===== src/rtl/id_ex_stage.sv =====
// rtl/id_ex_stage.sv - ID/EX pipeline register with load-use hazard detection
//
// Ports:
//   i_clk, i_reset_n          clock (rising edge), asynchronous active-low reset
//   i_id_*                    decoded instruction, operands and control from ID
//   i_flush                   branch/jump taken in EX; the ID instruction is killed
//   i_ex_stall                EX/MEM not accepting; this register holds
//   o_stall_if_id             combinational hold request for PC and IF/ID
//   o_id_ex_*                 registered instruction fields, addresses and control
//   o_bubble_cnt              saturating count of load-use bubbles inserted
module id_ex_stage #(
    parameter int XLEN   = 32,
    parameter int REG_AW = 5,
    parameter int CNT_W  = 16
) (
    input  logic              i_clk,
    input  logic              i_reset_n,
    input  logic              i_id_valid,
    input  logic [XLEN-1:0]   i_id_pc,
    input  logic [XLEN-1:0]   i_id_rs1_data,
    input  logic [XLEN-1:0]   i_id_rs2_data,
    input  logic [XLEN-1:0]   i_id_imm,
    input  logic [REG_AW-1:0] i_id_rs1,
    input  logic [REG_AW-1:0] i_id_rs2,
    input  logic [REG_AW-1:0] i_id_rd,
    input  logic              i_id_uses_rs1,
    input  logic              i_id_uses_rs2,
    input  logic              i_id_RegWrite,
    input  logic              i_id_MemRead,
    input  logic              i_id_MemWrite,
    input  logic              i_id_MemToReg,
    input  logic              i_id_ALUSrc,
    input  logic [3:0]        i_id_ALUOp,
    input  logic              i_flush,
    input  logic              i_ex_stall,
    output logic              o_stall_if_id,
    output logic              o_id_ex_valid,
    output logic [XLEN-1:0]   o_id_ex_pc,
    output logic [XLEN-1:0]   o_id_ex_rs1_data,
    output logic [XLEN-1:0]   o_id_ex_rs2_data,
    output logic [XLEN-1:0]   o_id_ex_imm,
    output logic [REG_AW-1:0] o_id_ex_Rs1,
    output logic [REG_AW-1:0] o_id_ex_Rs2,
    output logic [REG_AW-1:0] o_id_ex_Rd,
    output logic              o_id_ex_RegWrite,
    output logic              o_id_ex_MemRead,
    output logic              o_id_ex_MemWrite,
    output logic              o_id_ex_MemToReg,
    output logic              o_id_ex_ALUSrc,
    output logic [3:0]        o_id_ex_ALUOp,
    output logic [CNT_W-1:0]  o_bubble_cnt
);

    logic hz;
    logic load_en;
    logic bubble;
    logic bump;
    logic keep;

    // A load in EX whose result an ID operand needs cannot be forwarded in
    // time. x0 is never a real dependency, and unused operand fields are
    // ignored because they may hold arbitrary instruction bits.
    assign hz = o_id_ex_valid & o_id_ex_MemRead & (o_id_ex_Rd != '0) & i_id_valid &
                ((i_id_uses_rs1 & (i_id_rs1 == o_id_ex_Rd)) |
                 (i_id_uses_rs2 & (i_id_rs2 == o_id_ex_Rd)));

    // A flush discards the ID instruction, so holding IF/ID would be pointless.
    assign o_stall_if_id = i_reset_n & ~i_flush & (i_ex_stall | hz);

    always_comb begin
        load_en = 1'b1;
        bubble  = 1'b0;
        bump    = 1'b0;
        if (i_flush) begin
            bubble = 1'b1;
        end else if (i_ex_stall) begin
            load_en = 1'b0;
        end else if (hz) begin
            bubble = 1'b1;
            bump   = 1'b1;
        end
    end

    // Control and addresses survive only for a real, non-bubbled instruction.
    assign keep = ~bubble & i_id_valid;

    always_ff @(posedge i_clk or negedge i_reset_n) begin
        if (!i_reset_n) begin
            o_id_ex_valid    <= 1'b0;
            o_id_ex_pc       <= '0;
            o_id_ex_rs1_data <= '0;
            o_id_ex_rs2_data <= '0;
            o_id_ex_imm      <= '0;
            o_id_ex_Rs1      <= '0;
            o_id_ex_Rs2      <= '0;
            o_id_ex_Rd       <= '0;
            o_id_ex_RegWrite <= 1'b0;
            o_id_ex_MemRead  <= 1'b0;
            o_id_ex_MemWrite <= 1'b0;
            o_id_ex_MemToReg <= 1'b0;
            o_id_ex_ALUSrc   <= 1'b0;
            o_id_ex_ALUOp    <= '0;
        end else if (load_en) begin
            o_id_ex_valid    <= keep;
            o_id_ex_pc       <= bubble ? '0 : i_id_pc;
            o_id_ex_rs1_data <= bubble ? '0 : i_id_rs1_data;
            o_id_ex_rs2_data <= bubble ? '0 : i_id_rs2_data;
            o_id_ex_imm      <= bubble ? '0 : i_id_imm;
            o_id_ex_Rs1      <= keep ? i_id_rs1 : '0;
            o_id_ex_Rs2      <= keep ? i_id_rs2 : '0;
            o_id_ex_Rd       <= keep ? i_id_rd  : '0;
            o_id_ex_RegWrite <= keep & i_id_RegWrite;
            o_id_ex_MemRead  <= keep & i_id_MemRead;
            o_id_ex_MemWrite <= keep & i_id_MemWrite;
            o_id_ex_MemToReg <= keep & i_id_MemToReg;
            o_id_ex_ALUSrc   <= keep & i_id_ALUSrc;
            o_id_ex_ALUOp    <= keep ? i_id_ALUOp : 4'd0;
        end
    end

    always_ff @(posedge i_clk or negedge i_reset_n) begin
        if (!i_reset_n) begin
            o_bubble_cnt <= '0;
        end else if (bump && (o_bubble_cnt != {CNT_W{1'b1}})) begin
            o_bubble_cnt <= o_bubble_cnt + 1'b1;
        end
    end

endmodule

===== config.mk =====
export PLATFORM = sky130hd
export DESIGN_NAME = id_ex_stage
export DESIGN_NICKNAME = d
export VERILOG_FILES = /design/src/rtl/id_ex_stage.sv
export SDC_FILE = /design/constraint.sdc
export NUM_CORES = 1
export LEC_CHECK = 0
export ABC_CLOCK_PERIOD_IN_PS = 2350
export CORE_ASPECT_RATIO = 0.8
export CORE_UTILIZATION = 35
export CTS_CLUSTER_SIZE = 12
export DETAILED_ROUTE_END_ITERATION = 16
export DONT_BUFFER_PORTS = 1
export PLACE_DENSITY = 0.51
export SYNTH_ARGS = -nofsm -noshare
export SYNTH_HDL_FRONTEND = slang
export SYNTH_SLANG_ARGS = --single-unit

===== constraint.sdc =====
create_clock -name i_clk -period 2.35 [get_ports i_clk]
set_input_delay 0.3525 -clock i_clk [delete_from_list [all_inputs] [get_ports i_clk]]
set_output_delay 0.3525 -clock i_clk [all_outputs]
set_load 0.01 [all_outputs]

# Word-level counts from Yosys, hierarchy flattened
# Cells that the tools add are included.
# W data, S select, Z words.
[totals]
elab_cells = 53
in_bits = 159
regBits = 169
[op_classes]
n_mux = 14
n_eq_ne = 3
n_bitwise = 18
n_addsub = 1
reduce_logical = 2
[ops]
columns = ["op", "n"]
rows = [
  ["$mux W32", 4],
  ["$add A16 B1 Y16 const B", 1],
  ["$ne A16 B16 Y1 const B", 1],
  ["$mux W5", 3],
  ["$and A1 B1 Y1", 14],
  ["$eq A5 B5 Y1", 2],
  ["$mux W1", 6],
  ["$reduce_bool A5 Y1", 1],
  ["$mux W4", 1],
  ["$not A1 Y1", 2],
  ["$or A1 B1 Y1", 2],
  ["$logic_and A1 B1 Y1", 1],
]

# Depth between registers and ports, before layout
# Gate-level depths: netlist of run 1.
[logic_depth]
depth_word = 10
mapped_depth = 8

# Least setup slack after synthesis of run 1
# OpenSTA, ideal clock, no wires.
[synth_path]
path_type = "register to register"
from = "register o_id_ex_Rd[1]"
to = "register o_bubble_cnt[1]"
setup_time_ns = 0.125
arrival_ns = 1.810
path_buffers = 1
synth_period_minus_slack_ns = 1.935
path_stages_with_launch = 6
path_slack_ns = 0.415
t_required_ns = 2.225
path_cell_list = "dfrtp_1 or4_4 o21a_1 clkbuf_1 nand3_1 mux2_2"
[synth_via]
elab_chain_len = 8
word_cells_on_any_way = 13
classes_between = "2 x eq/ne; 3 x mux; 6 x bitwise; 2 x reduce/logical"
[synth_rtl]
columns = ["item", "line", "rtl"]
rows = [
  ["start: declaration", "44", "output logic [REG_AW-1:0] o_id_ex_Rd,"],
  ["start signal: assignment", "111", "o_id_ex_Rd <= keep ? i_id_rd : '0;"],
  ["$eq A5 B5 Y1 (tied with other cells)", "64", "((i_id_uses_rs1 & (i_id_rs1 == o_id_ex_Rd)) |"],
  ["$and A1 B1 Y1, on equally long branches", "64, 63, 65", ""],
  ["$or A1 B1 Y1 / $and A1 B1 Y1 (equally long branches)", "64, 63", ""],
  ["$and A1 B1 Y1 *", "63", "assign hz = o_id_ex_valid & o_id_ex_MemRead & (o_id_ex_Rd != '0) & i_id_valid &"],
  ["$mux W1 *", "78", "end else if (hz) begin"],
  ["$mux W1 *", "76", "end else if (i_ex_stall) begin"],
  ["$mux W1 *", "74", "if (i_flush) begin"],
  ["$logic_and A1 B1 Y1 *", "124", "end else if (bump && (o_bubble_cnt != {CNT_W{1'b1}})) begin"],
  ["end signal: assignment", "125", "o_bubble_cnt <= o_bubble_cnt + 1'b1;"],
  ["end: declaration", "51", "output logic [CNT_W-1:0] o_bubble_cnt"],
]
# Mark *: on every way between the ends. The rest lies on a longest branch, timed or not.
# A chain may end at the register's enable or synchronous reset.

# Worst setup path in the final report of run 1
[layout_path]
from = "register o_id_ex_Rd[2]"
to = "output o_stall_if_id"
[layout_via]
elab_chain_len = 6
word_cells_on_any_way = 11
classes_between = "2 x eq/ne; 8 x bitwise; 1 x reduce/logical"
[layout_rtl]
columns = ["item", "line", "rtl"]
rows = [
  ["$eq A5 B5 Y1 (tied with other cells)", "64", ""],
  ["$and A1 B1 Y1, on equally long branches", "64, 63, 65", ""],
  ["$or A1 B1 Y1 / $and A1 B1 Y1 (equally long branches)", "64, 63", ""],
  ["$and A1 B1 Y1 *", "63", ""],
  ["$or A1 B1 Y1 *", "68", "assign o_stall_if_id = i_reset_n & ~i_flush & (i_ex_stall | hz);"],
  ["$and A1 B1 Y1 *", "68", ""],
  ["end: declaration", "36", "output logic o_stall_if_id,"],
]
# Marks and branches as above.

==> summary.md, run 1 <==
| Metric | Value |
|---|---|
| Gp weighted congestion | 0.7569 |
| Post-synth EDFFs | 0 |
| Layout Cells excl Fill | 679 |
| Max-slew violation count | 0 |
| H-tree levels | 4 |
| CP max FO | 5 |
| Post-DP HPWL | 10,470 um |
| Worst Hold Class | input port to async pin |
| Die ar. | approximately 0.019 mm^2 |
| Minimum hold slack | -381.9 ps |
| Max VDD drop | 379.4 uV |
| FFs w/ async S/R, synth | 100.0% |
| Share of cells above drive strength 1 | 11.04% |
| Final worst slack | 58.55 ps |
| Core Region | 0.01765 mm^2 |
| Die Ht | 123.3 um |
| Antenna Nets Post-Route | 0 |
| Setup CP Type | flop to output pin |
| Vias per inst | 5.884 |
| Worst Path Arrival | around 1900 ps |
| FF-to-FF Start | o_id_ex_Rd[2] |
| R2R setup slack | 150 ps |
| Final hold viol count | 169 |
| Total power | 0.006216 W |
| CP required | roughly 2000 ps |
| Wirelength per Cell | 23.30 um |
| Max Cap Violations | 0 |
| Outcome | finished with violations |
| Failing checks | hold timing |
| Area Growth Syn to Fin | 11.72% |
| Clock Tree Buf Depth | 2 |
| I/O pin cnt | 329 |
| Syn_nets | 613 |
| Total Wirelength | 15,820 um |
| Antenna violations before repair | 0 |
| Vias | around 4,000 |
| Cell count of the worst reg-to-reg path | 6 |
| Post-Place Worst Slack | 190.6 ps |
| Root Driver | clkbuf_16 |
| Vias in the first global route | 3,982 |
| Distinct cells, synth | 31 |
| Worst skew pair latency | 420 ps |
| Post-Syn Area per Cell | 14.21 um^2 |
| #FFs+latches synth | between 150 and 200 |
| Worst Setup End Kind | output pin |
| Die width | 153.6 um |
| Number of fill cells | 1,654 |
| CTS tree | built |
| Total CTS buffers | 17 |
| CP Launch Type | flop |
| Worst Clk Skew | a little under 10 ps |
| Mapped cell area | ~0.0064 mm^2 |
| Gate Count Post-Synth | 453 |
| Main synth FF type | dfrtp_1 |
| LEAKAGE | 3.239 nW |
| Pre-Repair DR Iteration Count | 4 |
| Seq/Total Area, Yosys | 65.68% |
| Drt first-iter violations | 219 |
| Port buffer count | 0 |
| Worst Tran Pin Value | approximately 650 ps |
| Clk pin slew, worst setup/hold paths | 70 ps |
| Setup Viol. Count Final | 0 |
| DRC Markers | 0 |
| Initial core utilization | 36.49% |
| Final nets | 600 |
| Pwr dens | 864.1 mW/mm^2 |
| Period utilisation layout | 97.51% |
| Pin count of the biggest net entering global routing | 171 |
| Dpl cells | 645 |
| Remaining Overflow, GRT | 0 |
| Rows | 43 |
| CP Launch Point | o_id_ex_Rd[2] |
| Crit path time final | 2291 ps |
| First-pass GRT wire length | 22,830 um |
| Achievable Freq | approximately 0.44 GHz |
| GR Util All Layers | 16.17% |
| Clock sink total | around 170 |
| Utilization after layout | 40.76% |
| Worst rel slew slack | 56.98% |
| Synth Warn # | 0 |
| Reg-to-reg endpoint | o_id_ex_ALUOp[0] |
-- cell usage after synthesis (2+ instances only) --
cell,n,area [um^2]
dfrtp_1,169,4229
a22o_1,129,1130
a32o_1,24,240.2
clkbuf_1,23,86.33
xnor2_1,23,201.4
nand3_1,11,55.05
nand4_1,11,68.82
and3_1,8,50.05
buf_2,8,40.04
buf_6,8,90.09
nand2_1,8,30.03
nor2_1,5,18.77
nor3_1,4,20.02
and4_1,2,17.52
mux2_2,2,22.52
nor2b_1,2,12.51
o21a_1,2,15.01
-- cell usage in the layout, fill, tap and decap left out, drive strengths merged, types with 2 or more instances in the layout --
master | Yosys | routed
clkinvlp | 0 | 2
a22o | 129 | 129
nor3 | 4 | 4
mux2 | 2 | 2
nor2b | 2 | 2
buf | 17 | 8
nand4 | 11 | 11
and4 | 2 | 2
nand3 | 11 | 11
xnor2 | 23 | 23
inv | 1 | 4
and3 | 8 | 8
nand2 | 8 | 8
o21a | 2 | 2
nor2 | 5 | 5
dfrtp | 169 | 169
o21ai | 2 | 2
clkbuf | 23 | 19
clkinv | 0 | 7
a32o | 24 | 24
-- worst max path at each step --
| stage | to | depth (start not counted) | slack [ps] |
|---|---|---|---|
| after floorplan | o_bubble_cnt[1] | 5 | 420 |
| after global placement | o_id_ex_ALUOp[3] | 5 | 250 |
| after detailed placement | o_id_ex_ALUOp[0] | 5 | 190 |
| after CTS | o_stall_if_id | 4 | 9 |
| after global routing | o_stall_if_id | 5 | -10 |
| final | o_stall_if_id | 4 | 60 |
-- per-stage QoR --
stage | area (um^2) | setup TNS [ps]
floorplan | 6439 | 0
finish | 7193 | 0
global route | 7191 | -9.917
global placement | 6601 | 0
CTS | 7184 | 0
detailed placement | 6601 | 0
-- logic make-up (layout without fill, tap and decap cells) --
logic type / Yosys count / count (layout) / share of synthesized area [%]
compound gates: 161 / 161 / 22.27
xor+xnor: 23 / 23 / 3.129
fa+ha+maj: 1 / 1 / 0.1943
buf+inv: 41 / 41 / 3.537
flops: 169 / 169 / 65.68
mux: 2 / 2 / 0.3498
other cells: 0 / 1 / 0
simple gates: 56 / 56 / 4.839
-- registers in the layout, indices dropped and copies added, names as in the netlist --
signal	cells
o_id_ex_pc	32
o_id_ex_ALUOp	4
o_id_ex_MemToReg	1
o_id_ex_Rd	5
o_id_ex_RegWrite	1
o_id_ex_imm	32
o_id_ex_rs2_data	32
o_id_ex_ALUSrc	1
o_id_ex_Rs1	5
o_id_ex_Rs2	5
o_id_ex_MemWrite	1
o_bubble_cnt	16
o_id_ex_valid	1
o_id_ex_rs1_data	32
o_id_ex_MemRead	1
-- cell type report --
type | count | area (um^2) | share of cell area (%)
sequential | 169 | 4234 | 58.86
multi-input combinational | 243 | 1998 | 27.78
clock buffer | 19 | 432.9 | 6.018
tap | 225 | 281.5 | 3.914
clock inverter | 13 | 142.6 | 1.983
timing repair buffer | 8 | 97.59 | 1.357
inverter | 1 | 3.754 | 0.05218
antenna | 1 | 2.502 | 0.03479
-- routing by layer --
| metal | vias to the layer above | track usage, % | routed length [um] |
|---|---|---|---|
| met2 | 208 | 25.91 | 7845 |
| met4 | 0 | 6.188 | 168 |
| met5 | - | 0 | 0 |
| met3 | 13 | 7.256 | 1269 |
| li1 | 1723 | - | - |
| met1 | 2051 | 19.19 | 6538 |
-- power breakdown --
group	switching [W]	internal, W	total (W)
sequential	0.000186	0.00305	0.00323
combinational	0.000128	0.000142	0.000270
clock	0.00122	0.00149	0.00271
-- worst max-delay path: stages, from the launching register on --
cell	delay (ps)
dfrtp_2	460
or4_4	580
o21ai_4	160
o21bai_1	70
and3b_2	240
-- what timing repair did --
item | in CTS | in global routing
setup endpoints to repair | 1 | 1
buffers inserted | 1 | 0
pin swaps | 1 | 2
gates resized for setup | 0 | 5
hold endpoints to repair | 169 | 169
Power figures use the tool's default switching activity.
==> run 2: changes to the inputs <==
Settings changed: REMOVE_ABC_BUFFERS set to 1.
==> run 2 against run 1 <==
Compared with the run above:
- the run still ends with hold timing left
- final cell count is 0.15% higher
- power up 0.50%
- non-clock buffer count rose by 2
- final area is 0.71% higher
- utilization rose by 0.29 points
- largest cell class unchanged
==> summary.md, run 2 (same netlist as run 1, synthesis figures left out) <==
| Metric | Value |
|---|---|
| Final nets | 602 |
| Port buffer count | 0 |
| Worst stage delay on the critical path | 590 ps |
| Antenna Nets Post-Route | 0 |
| Max VDD drop | 378.7 uV |
| Area Growth Syn to Fin | 12.51% |
| Root Driver | clkbuf_16 |
| Vias in the first global route | 4,087 |
| Die ar. | 0.01895 mm^2 |
| Clk pin slew, worst setup/hold paths | about 70 ps |
| Initial core utilization | 36.49% |
| Diode count | 0 |
| Remaining Overflow, GRT | 0 |
| Total Wirelength | 16,250 um |
| Post-Route Setup TNS | 0 ps |
| CP Launch Type | flop |
| GR Util All Layers | between 10% and 20% |
| Crit path time final | 2277 ps |
| Post-DP HPWL | 11,050 um |
| CP max FO | 5 |
| Internal power | about 0.0046 W |
| Drt first-iter violations | around 340 |
| Wirelength per Cell | between 20 and 25 um |
| CTS tree | built |
| Vias per inst | a little under 6 |
| Gate power share | around 4.5% |
| Final hold viol count | 169 |
| Worst rel slew slack | between 50% and 60% |
| Worst Setup End Kind | output pin |
| Sw Share | 25.65% |
| Vias | a little over 4,000 |
| Worst Clk Skew | a little under 9 ps |
| Max Cap Violations | 0 |
| Pin count of the biggest net entering global routing | 171 |
| Worst skew pair latency | 420 ps |
| Worst Hold Class | input port to async pin |
| CP max-delay cell | or4_4 |
| Sequential share of power | about 52% |
| Clock Tree Buf Depth | 2 |
| Dpl cells | ~650 |
| Final Instance Area | 0.007244 mm^2 |
| Layout Cells excl Fill | 680 |
| Outcome | finished with violations |
| Minimum hold slack | -379.4 ps |
| Rows | 43 |
| Clock share of power | between 40% and 50% |
| Die width | 153.6 um |
| Die Ht | 123.3 um |
| Sw power | 0.001602 W |
| LEAKAGE | 3.279 nW |
| Antenna violations before repair | 0 |
| FF-to-FF Start | o_id_ex_Rd[4] |
| Max-slew violation count | 0 |
| DRC Markers | 0 |
| Share of cells above drive strength 1 | 12.31% |
| Cell Chain, Critical Path | or4_4, o21ai_4, o21bai_1, and3b_2 |
| CP required | around 2000 ps |
| Achievable Freq | between 0.4 and 0.5 GHz |
| Dpl cell area | 0.006629 mm^2 |
| Gp weighted congestion | 0.7939 |
| Pwr dens | 862.3 mW/mm^2 |
| Most common library cell in the layout ignoring fill and taps | dfrtp_1 |
| First-pass GRT wire length | 24,180 um |
| H-tree levels | 4 |
| CP Launch Point | o_id_ex_Rd[4] |
| I/O pin cnt | 329 |
| Worst Tran Pin Value | 747.8 ps |
| Pre-Repair DR Iteration Count | 5 |
| Failing checks | hold timing |
| Worst Path Arrival | 1920 ps |
| Core Region | about 0.018 mm^2 |
| Period utilisation layout | 96.88% |
| Number of fill cells | 1,629 |
| Setup CP Type | flop to output pin |
| Commonest non-fill, non-tap cells in the layout | dfrtp_1, a22o_1, a32o_1 |
| Setup Viol. Count Final | 0 |
| R2R setup slack | ~250 ps |
| Clock sink total | about 170 |
| Total CTS buffers | 17 |
## run 2: cell types whose count changed in the layout (fill, tap and decap cells not counted), moves of 2 or more
cell        before  now
clkinv_4         6    3
inv_6            2    5
inv_8            1    4
clkbuf_1         2    0
clkinvlp_4       2    0
xnor2_1         23   21
xnor2_2          0    2
## run 2: path summary, 6_finish.rpt
kind,to,depth (start not counted)
max,o_stall_if_id,4
min reg2reg,o_id_ex_MemToReg,1
max in group asynchronous,o_id_ex_rs2_data[29],0
min in group i_clk,o_id_ex_rs2_data[11],1
max reg2reg,o_id_ex_imm[24],6
min,o_id_ex_Rs1[4],0
## run 2: worst max-delay path, delay by kind of cell (launching register included)
| family | cells | cell delay [ps] |
|---|---|---|
| compound gates | 2 | 210 |
| simple gates | 2 | 830 |
| flops | 1 | 470 |
## run 2: power by group through the flow
stage	Combinational (W)	Clock [W]	Sequential [W]
6_report	0.000281	0.00273	0.00324
5_1_grt	0.000308	0.00294	0.00325
4_1_cts	0.000282	0.00282	0.00324
3_5_place_dp	0.000283	0	0.00329
3_3_place_gp	0.000267	0	0.00329
2_1_floorplan	0.000225	0	0.00325
## run 2: final cells by class
cell class,count,area (um^2),area share (%)
Clock buffer,18,439.2,6.062
Clock inverter,14,147.6,2.038
Timing Repair Buffer,10,125.1,1.727
Multi-Input combinational cell,243,2013,27.79
Sequential cell,169,4234,58.45
Inverter,1,3.754,0.05181
Tap cell,225,281.5,3.886
## run 2: stage by stage
step	util (%)	worst slack, ps	hold slack, ps	power [W]
final	41.05	73.26	-379.4	0.006247
after floorplan	-	-3586	56.91	0.003471
after global placement	37.56	320.5	60.56	0.003560
after detailed placement	37.56	275.9	60.71	0.003570
after global routing	41.05	-0.4443	-405.8	0.006498
after CTS	40.95	9.863	-398.3	0.006342
## run 2: what timing repair did
action | in CTS | in global routing
setup endpoints to repair | 1 | 1
setup buffers | 1 | 0
endpoints found under the hold margin | 169 | 169
gates resized for setup | 2 | 5
pin swaps | 1 | 3
## run 2: per-layer routing
| layer | share of wire [%] | vias to the layer above | track usage [%] |
|---|---|---|---|
| li1 | - | 1727 | - |
| met5 | 0 | - | 0 |
| met4 | 1.2 | 0 | 5.625 |
| met1 | 40 | 2066 | 20.46 |
| met2 | 49 | 216 | 27.13 |
| met3 | 9.5 | 16 | 7.466 |
==> run 3: changes to the inputs <==
Settings changed: CORE_UTILIZATION 35 to 39, PLACE_DENSITY 0.51 to 0.55.
==> run 3 against run 2 <==
Compared with the run above:
- the run ends with hold timing, setup timing left
- sequential cell count unchanged
- maximum frequency decreased by 4.4%
- final cell count decreased by 0.88%
- wire length decreased by 2.7%
- worst hold slack improved by 5.5 ps
- first-iteration DRC count decreased by 23%
- critical endpoint unchanged
- highest routed layer unchanged
==> summary.md, run 3 (same netlist as run 1, synthesis figures left out) <==
| Metric | Value |
|---|---|
| Dpl cell area | between 0.006 and 0.007 mm^2 |
| CP Launch Type | flop |
| Root Driver | clkbuf_16 |
| DRC Markers | 0 |
| Final hold viol count | between 150 and 200 |
| Final Instance Area | 0.007233 mm^2 |
| CP max FO | 5 |
| Area Growth Syn to Fin | 12.34% |
| H-tree levels | 4 |
| Post-DP HPWL | 10,860 um |
| Total CTS buffers | 17 |
| CP required | 2000 ps |
| Cell count of the worst reg-to-reg path | 6 |
| Pre-Repair DR Iteration Count | 4 |
| Outcome | finished with violations |
| Setup Viol. Count Final | 1 |
| R2R setup slack | 140 ps |
| Clk pin slew, worst setup/hold paths | approximately 60 ps |
| Gp weighted congestion | 0.7966 |
| Die ar. | 0.01703 mm^2 |
| Core Region | 0.01595 mm^2 |
| Most common library cell in the layout ignoring fill and taps | dfrtp_1 |
| FF-to-FF Start | o_id_ex_Rd[2] |
| First-pass GRT wire length | 23,830 um |
| I/O pin cnt | 329 |
| Diode count | 0 |
| Total power | 0.006194 W |
| Period utilisation layout | 101.4% |
| Worst Hold Class | input port to async pin |
| Commonest non-fill, non-tap cells in the layout | dfrtp_1, a22o_1, a32o_1 |
| Worst skew pair latency | around 420 ps |
| Vias in the first global route | 4,023 |
| Worst rel slew slack | 58.71% |
| Pwr dens | 856.4 mW/mm^2 |
| Max Cap Violations | 0 |
| Wirelength per Cell | 23.47 um |
| Minimum hold slack | -373.9 ps |
| Clock Tree Buf Depth | 2 |
| Reg-to-reg endpoint | o_id_ex_pc[30] |
| Final nets | just over 600 |
| Share of cells above drive strength 1 | 12.20% |
| Remaining Overflow, GRT | 0 |
| Antenna Nets Post-Route | 0 |
| Initial core utilization | between 40% and 50% |
| Worst Clk Skew | 8.155 ps |
| Total Wirelength | 15,820 um |
| Unrepaired setup endpoints after global routing | true |
| Clock sink total | 169 |
| Pin count of the biggest net entering global routing | between 150 and 200 |
| Max-slew violation count | 0 |
| Worst Setup End Kind | output pin |
| Port buffer count | 0 |
| Vias per inst | roughly 6 |
| Worst Path Arrival | 2030 ps |
| Crit path time final | 2382 ps |
| Final worst slack | -32.22 ps |
| Post-Place Worst Slack | 120.1 ps |
| Die Ht | between 100 and 150 um |
| Achievable Freq | 0.4198 GHz |
| Vias | 4,007 |
| Max VDD drop | 360.3 uV |
| Antenna violations before repair | 0 |
| Worst Tran Pin Value | about 620 ps |
| Failing checks | hold timing, setup timing |
| Setup CP Type | flop to output pin |
| Die width | 145.7 um |
| GR Util All Layers | 18.57% |
| LEAKAGE | 3.280 nW |
| Drt first-iter violations | 260 |
| Rows | 41 |
| CTS tree | built |
run 3: changes by cell type in the layout (fill, tap and decap cells not counted), moves of 2 or more:
| cell | previous run | this run |
|---|---|---|
| buf_4 | 6 | 9 |
| buf_6 | 0 | 2 |
| clkinvlp_4 | 0 | 2 |
| dfrtp_1 | 165 | 167 |
| dfrtp_2 | 4 | 2 |
| xnor2_1 | 21 | 23 |
| xnor2_2 | 2 | 0 |
run 3: final cells by class:
| cell class | count | area [um^2] |
|---|---|---|
| Sequential cell | 169 | 4232 |
| Timing Repair Buffer | 14 | 150.1 |
| Clock buffer | 17 | 425.4 |
| Tap cell | 215 | 269.0 |
| Multi-Input combinational cell | 243 | 1998 |
| Clock inverter | 15 | 155.1 |
| Inverter | 1 | 3.754 |
| Fill cell | 1397 | 8721 |
run 3: metrics by stage:
stage	util [%]	setup TNS [ps]	std cells	hold WS, ps
3_5_place_dp	41.53	0	640	59.51
5_1_grt	45.34	-107.7	674	-408.9
2_1_floorplan	-	-544670	413	56.91
6_report	45.34	-32.22	674	-373.9
4_1_cts	45.21	-51.50	672	-400.8
3_3_place_gp	41.53	0	640	60.06
run 3: power breakdown:
part / internal, W / switching (W)
clock network: 0.00141 / 0.00127
registers: 0.00305 / 0.000186
logic: 0.000145 / 0.000131
run 3: routing by layer:
layer	GRT usage [%]	share of wire (%)	vias to the layer above
met5	0	0	-
met4	6.877	1.6	0
met3	8.566	9.4	19
met2	29.90	50	240
met1	22.08	39	2014
li1	-	-	1734
run 3: timing repair:
| item | 4_1_cts | 5_1_grt |
|---|---|---|
| endpoints found under the hold margin | 169 | 169 |
| buffers inserted | 0 | 2 |
| pin swaps | 0 | 3 |
| gates resized for setup | 3 | 2 |
| endpoints found under the setup margin | 1 | 1 |
run 3: worst max path at each step:
stage | startpoint | to | slack, ps
finish | o_id_ex_Rd[2] | o_stall_if_id | -30
global route | o_id_ex_Rd[2] | o_stall_if_id | -110
CTS | o_id_ex_Rd[2] | o_stall_if_id | -50
detailed placement | o_id_ex_Rd[2] | o_id_ex_pc[30] | 120
global placement | o_id_ex_Rd[2] | o_id_ex_imm[15] | 180
floorplan | i_flush | o_id_ex_imm[0] | -3590
run 3: worst max-delay path, cell delays in order (launching register included):
cell	delay, ps
dfrtp_2	470
or4_4	590
o21ai_4	180
buf_6	110
o21bai_1	50
and3b_2	220
